`config.mk`:
```
export PLATFORM = sky130hd
export DESIGN_NAME = pipe_stage_chain
export DESIGN_NICKNAME = d
export VERILOG_FILES = /design/src/rtl/pipe_stage_chain.sv
export SDC_FILE = /design/constraint.sdc
export NUM_CORES = 1
export LEC_CHECK = 0
export CAP_MARGIN = 20
export CORE_MARGIN = 4
export CORE_UTILIZATION = 45
export CTS_BUF_LIST = sky130_fd_sc_hd__clkbuf_8
export DETAILED_ROUTE_END_ITERATION = 6
export PLACE_DENSITY = 0.82
export SYNTH_ARGS = -nofsm -noshare
export SYNTH_HDL_FRONTEND = slang
export SYNTH_SLANG_ARGS = --single-unit
```
`constraint.sdc`:
```
create_clock -name Clk -period 3.2 [get_ports Clk]
set_input_delay 0.96 -clock Clk [delete_from_list [all_inputs] [get_ports Clk]]
set_output_delay 0.96 -clock Clk [all_outputs]
set_load 0.005 [all_outputs]
```
`src/rtl/pipe_stage_chain.sv`:
```
// Parametrised chain of pipeline registers with per-stage stall/flush,
// registered occupancy and a saturating stall-cycle counter.
module pipe_stage_chain #(
    parameter  int STAGES = 3,
    parameter  int DATA_W = 32,
    parameter  int CTRL_W = 16,
    parameter  int CNT_W  = 16,
    localparam int OCC_W  = $clog2(STAGES + 1)
) (
    input  logic                     Clk,
    input  logic                     R,
    input  logic                     LE,
    input  logic                     in_valid,
    input  logic [CTRL_W-1:0]        in_ctrl,
    input  logic [DATA_W-1:0]        in_data,
    input  logic [STAGES-1:0]        stall,
    input  logic [STAGES-1:0]        flush,
    output logic                     in_ready,
    output logic [STAGES-1:0]        st_valid,
    output logic [STAGES*CTRL_W-1:0] st_ctrl,
    output logic [STAGES*DATA_W-1:0] st_data,
    output logic [OCC_W-1:0]         occupancy,
    output logic [CNT_W-1:0]         stall_cnt
);

    logic [STAGES-1:0] valid_q, valid_d;
    logic [CTRL_W-1:0] ctrl_q [STAGES];
    logic [CTRL_W-1:0] ctrl_d [STAGES];
    logic [DATA_W-1:0] data_q [STAGES];
    logic [DATA_W-1:0] data_d [STAGES];
    logic [OCC_W-1:0]  occ_q, occ_d;
    logic [CNT_W-1:0]  cnt_q, cnt_d;

    logic [STAGES-1:0] hold;
    logic [STAGES-1:0] prev_stall;
    logic [STAGES-1:0] src_valid;
    logic [CTRL_W-1:0] src_ctrl [STAGES];
    logic [DATA_W-1:0] src_data [STAGES];

    // A stall anywhere downstream freezes every stage upstream of it.
    always_comb begin
        logic acc;
        acc  = 1'b0;
        hold = '0;
        for (int k = STAGES - 1; k >= 0; k--) begin
            acc     = acc | stall[k];
            hold[k] = acc;
        end
    end

    always_comb begin
        prev_stall    = '0;
        src_valid[0]  = in_valid;
        src_ctrl[0]   = in_ctrl;
        src_data[0]   = in_data;
        for (int k = 1; k < STAGES; k++) begin
            prev_stall[k] = stall[k-1];
            src_valid[k]  = valid_q[k-1];
            src_ctrl[k]   = ctrl_q[k-1];
            src_data[k]   = data_q[k-1];
        end
    end

    always_comb begin
        // NOTE: every combinational output gets a default first so no path leaves it unassigned (no latch).
        valid_d = valid_q;
        ctrl_d  = ctrl_q;
        data_d  = data_q;
        if (LE) begin
            for (int k = 0; k < STAGES; k++) begin
                if (flush[k] || (!hold[k] && prev_stall[k])) begin
                    valid_d[k] = 1'b0;
                    ctrl_d[k]  = '0;
                    data_d[k]  = '0;
                end else if (!hold[k]) begin
                    // Bubbles never carry live control; data rides along untouched.
                    valid_d[k] = src_valid[k];
                    ctrl_d[k]  = src_valid[k] ? src_ctrl[k] : '0;
                    data_d[k]  = src_data[k];
                end
            end
        end
    end

    always_comb begin
        occ_d = '0;
        for (int k = 0; k < STAGES; k++) begin
            occ_d = occ_d + OCC_W'(valid_d[k]);
        end
        cnt_d = cnt_q;
        if (LE && (|stall) && (cnt_q != {CNT_W{1'b1}})) begin
            cnt_d = cnt_q + CNT_W'(1);
        end
    end

    always_ff @(posedge Clk) begin
        // NOTE: sequential state uses non-blocking assignments so all stages update from the same pre-edge values.
        if (!R) begin
            valid_q <= '0;
            occ_q   <= '0;
            cnt_q   <= '0;
            // NOTE: the stage arrays are ordinary registers and must read as zero after reset, so they are cleared too.
            for (int k = 0; k < STAGES; k++) begin
                ctrl_q[k] <= '0;
                data_q[k] <= '0;
            end
        end else begin
            valid_q <= valid_d;
            ctrl_q  <= ctrl_d;
            data_q  <= data_d;
            occ_q   <= occ_d;
            cnt_q   <= cnt_d;
        end
    end

    assign in_ready  = R & LE & ~hold[0];
    assign st_valid  = valid_q;
    assign occupancy = occ_q;
    assign stall_cnt = cnt_q;

    for (genvar g = 0; g < STAGES; g++) begin : g_pack
        assign st_ctrl[g*CTRL_W +: CTRL_W] = ctrl_q[g];
        assign st_data[g*DATA_W +: DATA_W] = data_q[g];
    end

endmodule

```
### After elaboration in Yosys (flattened, before gate mapping)

Index checks and enable logic that the tools add are counted.
Widths: inputs -> output; s select.

* flip-flop bits (word level): 165
* input port bits: 58
* output and inout port bits: 166
* word-level logic and storage cells: 55

* add/sub/neg operators: 3
* eq/ne operators: 4
* multiplexer cells: 22
* bitwise gates (word level): 5
* reductions and logical operators: 12

Operators by type and width (count)
* $mux 32: 6
* $mux 16: 9
* $add 16x1->16 const B: 1
* $ne 16x16->1 const B: 1
* $mux 1: 6
* $reduce_and 2->1: 3
* $logic_and 1x1->1: 4
* $ne 2x1->1 const B: 2
* $mux 3: 1
* $reduce_or 3->1: 1
* $add 1x1->2: 1
* $add 2x1->2: 1
* $and 1x1->1: 2
* $logic_not 1->1: 2
* $logic_or 1x1->1: 2
* $ne 2x2->1 const B: 1
* $or 1x1->1: 2
* $not 1->1: 1

### Logic depth before layout (Yosys ltp)

Gate-level depths: netlist (run 1).

* depth after elaboration: 8
* depth in mapped cells: 7
* mapped depth without buffers: 5

### Least setup slack after synthesis (run 1)

No wires, ideal clock.

* path type: input-to-reg
* start point: input port stall[0]
* end point: register occ_q[0] (netlist: occupancy[0])
* setup time: 126 ps
* data arrival time: 2477 ps
* data required time: 3074 ps
* slack: 597 ps
* cell stages on the path: 6
* cells stage by stage: nor4b_2 nor2b_1 buf_2 a22oi_1 fa_1 nor2_1

* longest elaborated chain between the ends: 6
* elaborated cells on any way between the ends: 9
* classes of those cells: add/sub: 2; mux: 4; bitwise: 1; reduce/logical: 2

RTL lines
* start: declaration: RTL line 16 `input logic [STAGES-1:0] stall,`
* $or 1x1->1 / $logic_and 1x1->1 (equally long branches): RTL line 46, 71
* $mux 1 / $logic_or 1x1->1 (equally long branches): RTL line 75, 71
* $mux 1: RTL line 71 `if (flush[k] || (!hold[k] && prev_stall[k])) begin`
* $mux 3 *: RTL line 69 `if (LE) begin`
* $add 1x1->2 *: RTL line 88 `occ_d = occ_d + OCC_W'(valid_d[k]);`
* $add 2x1->2 *: RTL line 88
* end signal: assignment: RTL line 100 `occ_q <= '0;`
* end signal: assignment: RTL line 111 `occ_q <= occ_d;`
* end: declaration: RTL line 31 `logic [OCC_W-1:0] occ_q, occ_d;`

Every way passes the cells marked *; elsewhere a longest branch is shown, timed or not.
A chain may end at the register's enable or synchronous reset.

### Final worst setup path (run 1)

* start point: input port stall[2]
* end point: output port in_ready

* longest elaborated chain between the ends: 4

RTL lines
* $or 1x1->1 (2 in a row): RTL line 46 `acc = acc | stall[k];`
* $not 1->1: RTL line 116 `assign in_ready = R & LE & ~hold[0];`
* $and 1x1->1: RTL line 116
* end: declaration: RTL line 18 `output logic in_ready,`

Every way passes these cells.

==> results of run 1 <==
[synth_stat cells, drive strengths merged (2+ instances only)]
cell    count
nor2b       4
buf        13
o21ai       4
or4         9
a22oi     114
a32oi      16
o31ai      10
nand2      22
clkbuf     42
or3         4
o211ai      3
nor4b       2
dfxtp     165
nand3      22
nor2      136
nand4       5
inv         4
nand2b      2
a21oi      28
nor3        2
and2        2
nor4        4
[registers in the layout (all words and copies together) (netlist names)]
signal / flops
occupancy: 2
stall_cnt: 16
st_ctrl: 48
st_data: 96
st_valid: 3
[layout make-up]
| type | count | area (sq um) |
|---|---|---|
| Timing Repair Buffer | 244 | 2426 |
| Inverter | 5 | 21.27 |
| Fill cell | 1000 | 3938 |
| Tap cell | 172 | 215.2 |
| Sequential cell | 165 | 3303 |
| Clock inverter | 10 | 156.4 |
| Multi-Input combinational cell | 403 | 2401 |
| Clock buffer | 19 | 261.5 |
[report_power, final]
group / total, mW / internal (mW) / switching, mW
Sequential: 2.07 / 2.06 / 0.00978
Clock: 1.59 / 0.876 / 0.709
Combinational: 0.254 / 0.115 / 0.139
Total: 3.91 / 3.05 / 0.858
[layer usage]
metal  up-vias  track usage (%)  share of wire [%]
met3        29            7.926                9.6
met4         0            9.377                1.9
met5         -                0                  0
met2       294            42.22                 50
li1       2694                -                  -
met1      2758            28.86                 38
[repair_timing]
item,in CTS,in global routing
resized for setup,1,1
buffers inserted,1,0
gates cloned,0,0
hold buffers,0,0
endpoints found under the setup margin,1,1
pin swaps,2,0
[critical path, stage by stage]
cell	delay, ns
clkdlybuf4s50_1	0.48
nor4b_4	0.34
and2_1	0.17
dlygate4sd2_1	0.24
[through the flow]
stage               setup TNS, ns  cells  total power, mW
detailed placement        -0.2112    988            2.370
finish                          0   1018            3.911
global route             -0.01028   1018            4.047
floorplan                       0    628            2.216
global placement          -0.1047    988            2.365
CTS                             0   1018            3.939
[path summary, 6_finish.rpt]
check / from / to / slack [ns]
max: stall[2] / in_ready / 0.05
min: st_ctrl[7]$_SDFFE_PN0P_ / st_ctrl[7]$_SDFFE_PN0P_ / 0.48
max reg2reg: stall_cnt[0]$_SDFFE_PN0P_ / stall_cnt[6]$_SDFFE_PN0P_ / 1.23
min reg2reg: st_ctrl[7]$_SDFFE_PN0P_ / st_ctrl[7]$_SDFFE_PN0P_ / 0.48
[cells by family after synthesis]
family                     after synthesis
buffers and inverters                   60
adders and majority gates                2
DFF                                    165
AOI/OAI and AO/OA                      183
and+or+nand+nor                        217
muxes                                    1
==> results.md, run 1 <==
- Outcome: completed
- H-tree levels: 4
- Yosys warning count: 0
- Routed WL: 18.77 mm
- Worst hold-check path type: register to register
- Row cnt: 41
- Detailed router's first-iteration violation count: 578
- Commonest non-fill, non-tap cells in the layout: clkdlybuf4s50_1, dfxtp_1, nor2_1, a22oi_1, a21oi_1
- First-pass GRT wire length: 29.27 mm
- Pwr dens: approximately 450 mW/mm^2
- Min cycle time layout: ~3.2 ns
- Layout area overhead: 49.29%
- Layout cells sized above 1: 6.974%
- GRT overflow: 0
- Buffers on Ports: 223
- Cells after Synth: 628
- Design Area, Final: 0.008785 sq mm
- DRC viols: 0
- DR WL/cell: 18.44 um
- Clock Root Buffer: clkbuf_8
- Final #Nets: 896
- Slew HR: around three fifths
- Die H: 122.4 um
- Yosys top cell area share: roughly 56%
- Fmax: 0.3174 GHz
- Final setup viols: 0
- Largest cells by area after synthesis: dfxtp_1, a22oi_1, nor2_1
- Placeable Area: 0.01272 sq mm
- Worst Path Class, Setup: input port to output pin
- Syn_area_per_cell: 9.370 sq um
- CTS Buf Count: 17
- Die X-Extent: 122.4 um
- Top FF cell, synth: dfxtp_1
- Post-Route Skew: 0.007265 ns
- Total number of vias: 5775
- Total track usage: 24.68%
- Register bit total from synthesis: 165
- WHS: 0.4834 ns
- Async SR Flop Fraction: 0%
- Starting density of the core: between 40% and 50%
- GP Congestion: 0.8497
- Vias in the first global route: about 5.7k
- Most common cell after layout, fill and taps aside: clkdlybuf4s50_1
- Critical Path AT: 2.19 ns
- Antenna viol nets, final: 0
- Cell Area, Placed: 0.008352 sq mm
- Slew @ Worst Pin: 0.6089 ns
- Critical path launch point type: input port
- CP max FO: 2
- CP Data Required Time: 2.24 ns
- Hold depth: 2
- Pre-Repair DR Iteration Count: 6
- Crit share post-route: 98.47%
- Post-Syn Nets: 688
- IO Pins: 224
- Post-route worst setup slack: 0.04897 ns
- Slew Viols, Final: 0
- Post-synthesis sequential area ratio: 56.13%
- Post-synth EDFFs: 0
- FF-to-FF path depth: 6
- Largest net degree at the start of global routing: 84
- Xor and xnor area share after synthesis: 0%
- Clk_lat worst skew: about 0.44 ns
- HPWL after detailed placement: 12.56 mm
- ANT cells: 0
- Worst-path clk slew: 0.08 ns
- Final Hold Viols: 0
- TritonCTS clock tree: built
- Adder-cell share of the synthesized area: 0.5528%
- Yosys cell types: 42
- Largest family of logic cells by synthesized area: compound AO/OA/AOI/OAI gates
- Initial antenna violation count: 0
- Sink Count: ~170
- Max_cap viols: 0
- Post-Synth Simple-Gate Area: 16.63%
- Peak VDD IR: 0.3190 mV
- Vias per cell: 5.673
- Synth Area in Compound Gates: 22.41%
- Final Util: 69.05%
- Setup crit end kind: output pin
- Die area: 0.01497 sq mm
- Leakage: ~3 nW
- Area leader, netlist: dfxtp_1
- DP Worst Slack: -0.2112 ns
- Post-synthesis mux area share: 0.1701%
- CTS Buffer Depth: 2
- Post-Syn Area: between 0.005 and 0.006 sq mm
Note: power is estimated with default switching activity, not from simulation.
==> run 2, diff against run 1 <==
- GPL_ROUTABILITY_DRIVEN: unset -> 0
==> results of run 2 <==
Same layout as run 1: the final DEF is identical, and so are final timing and power.
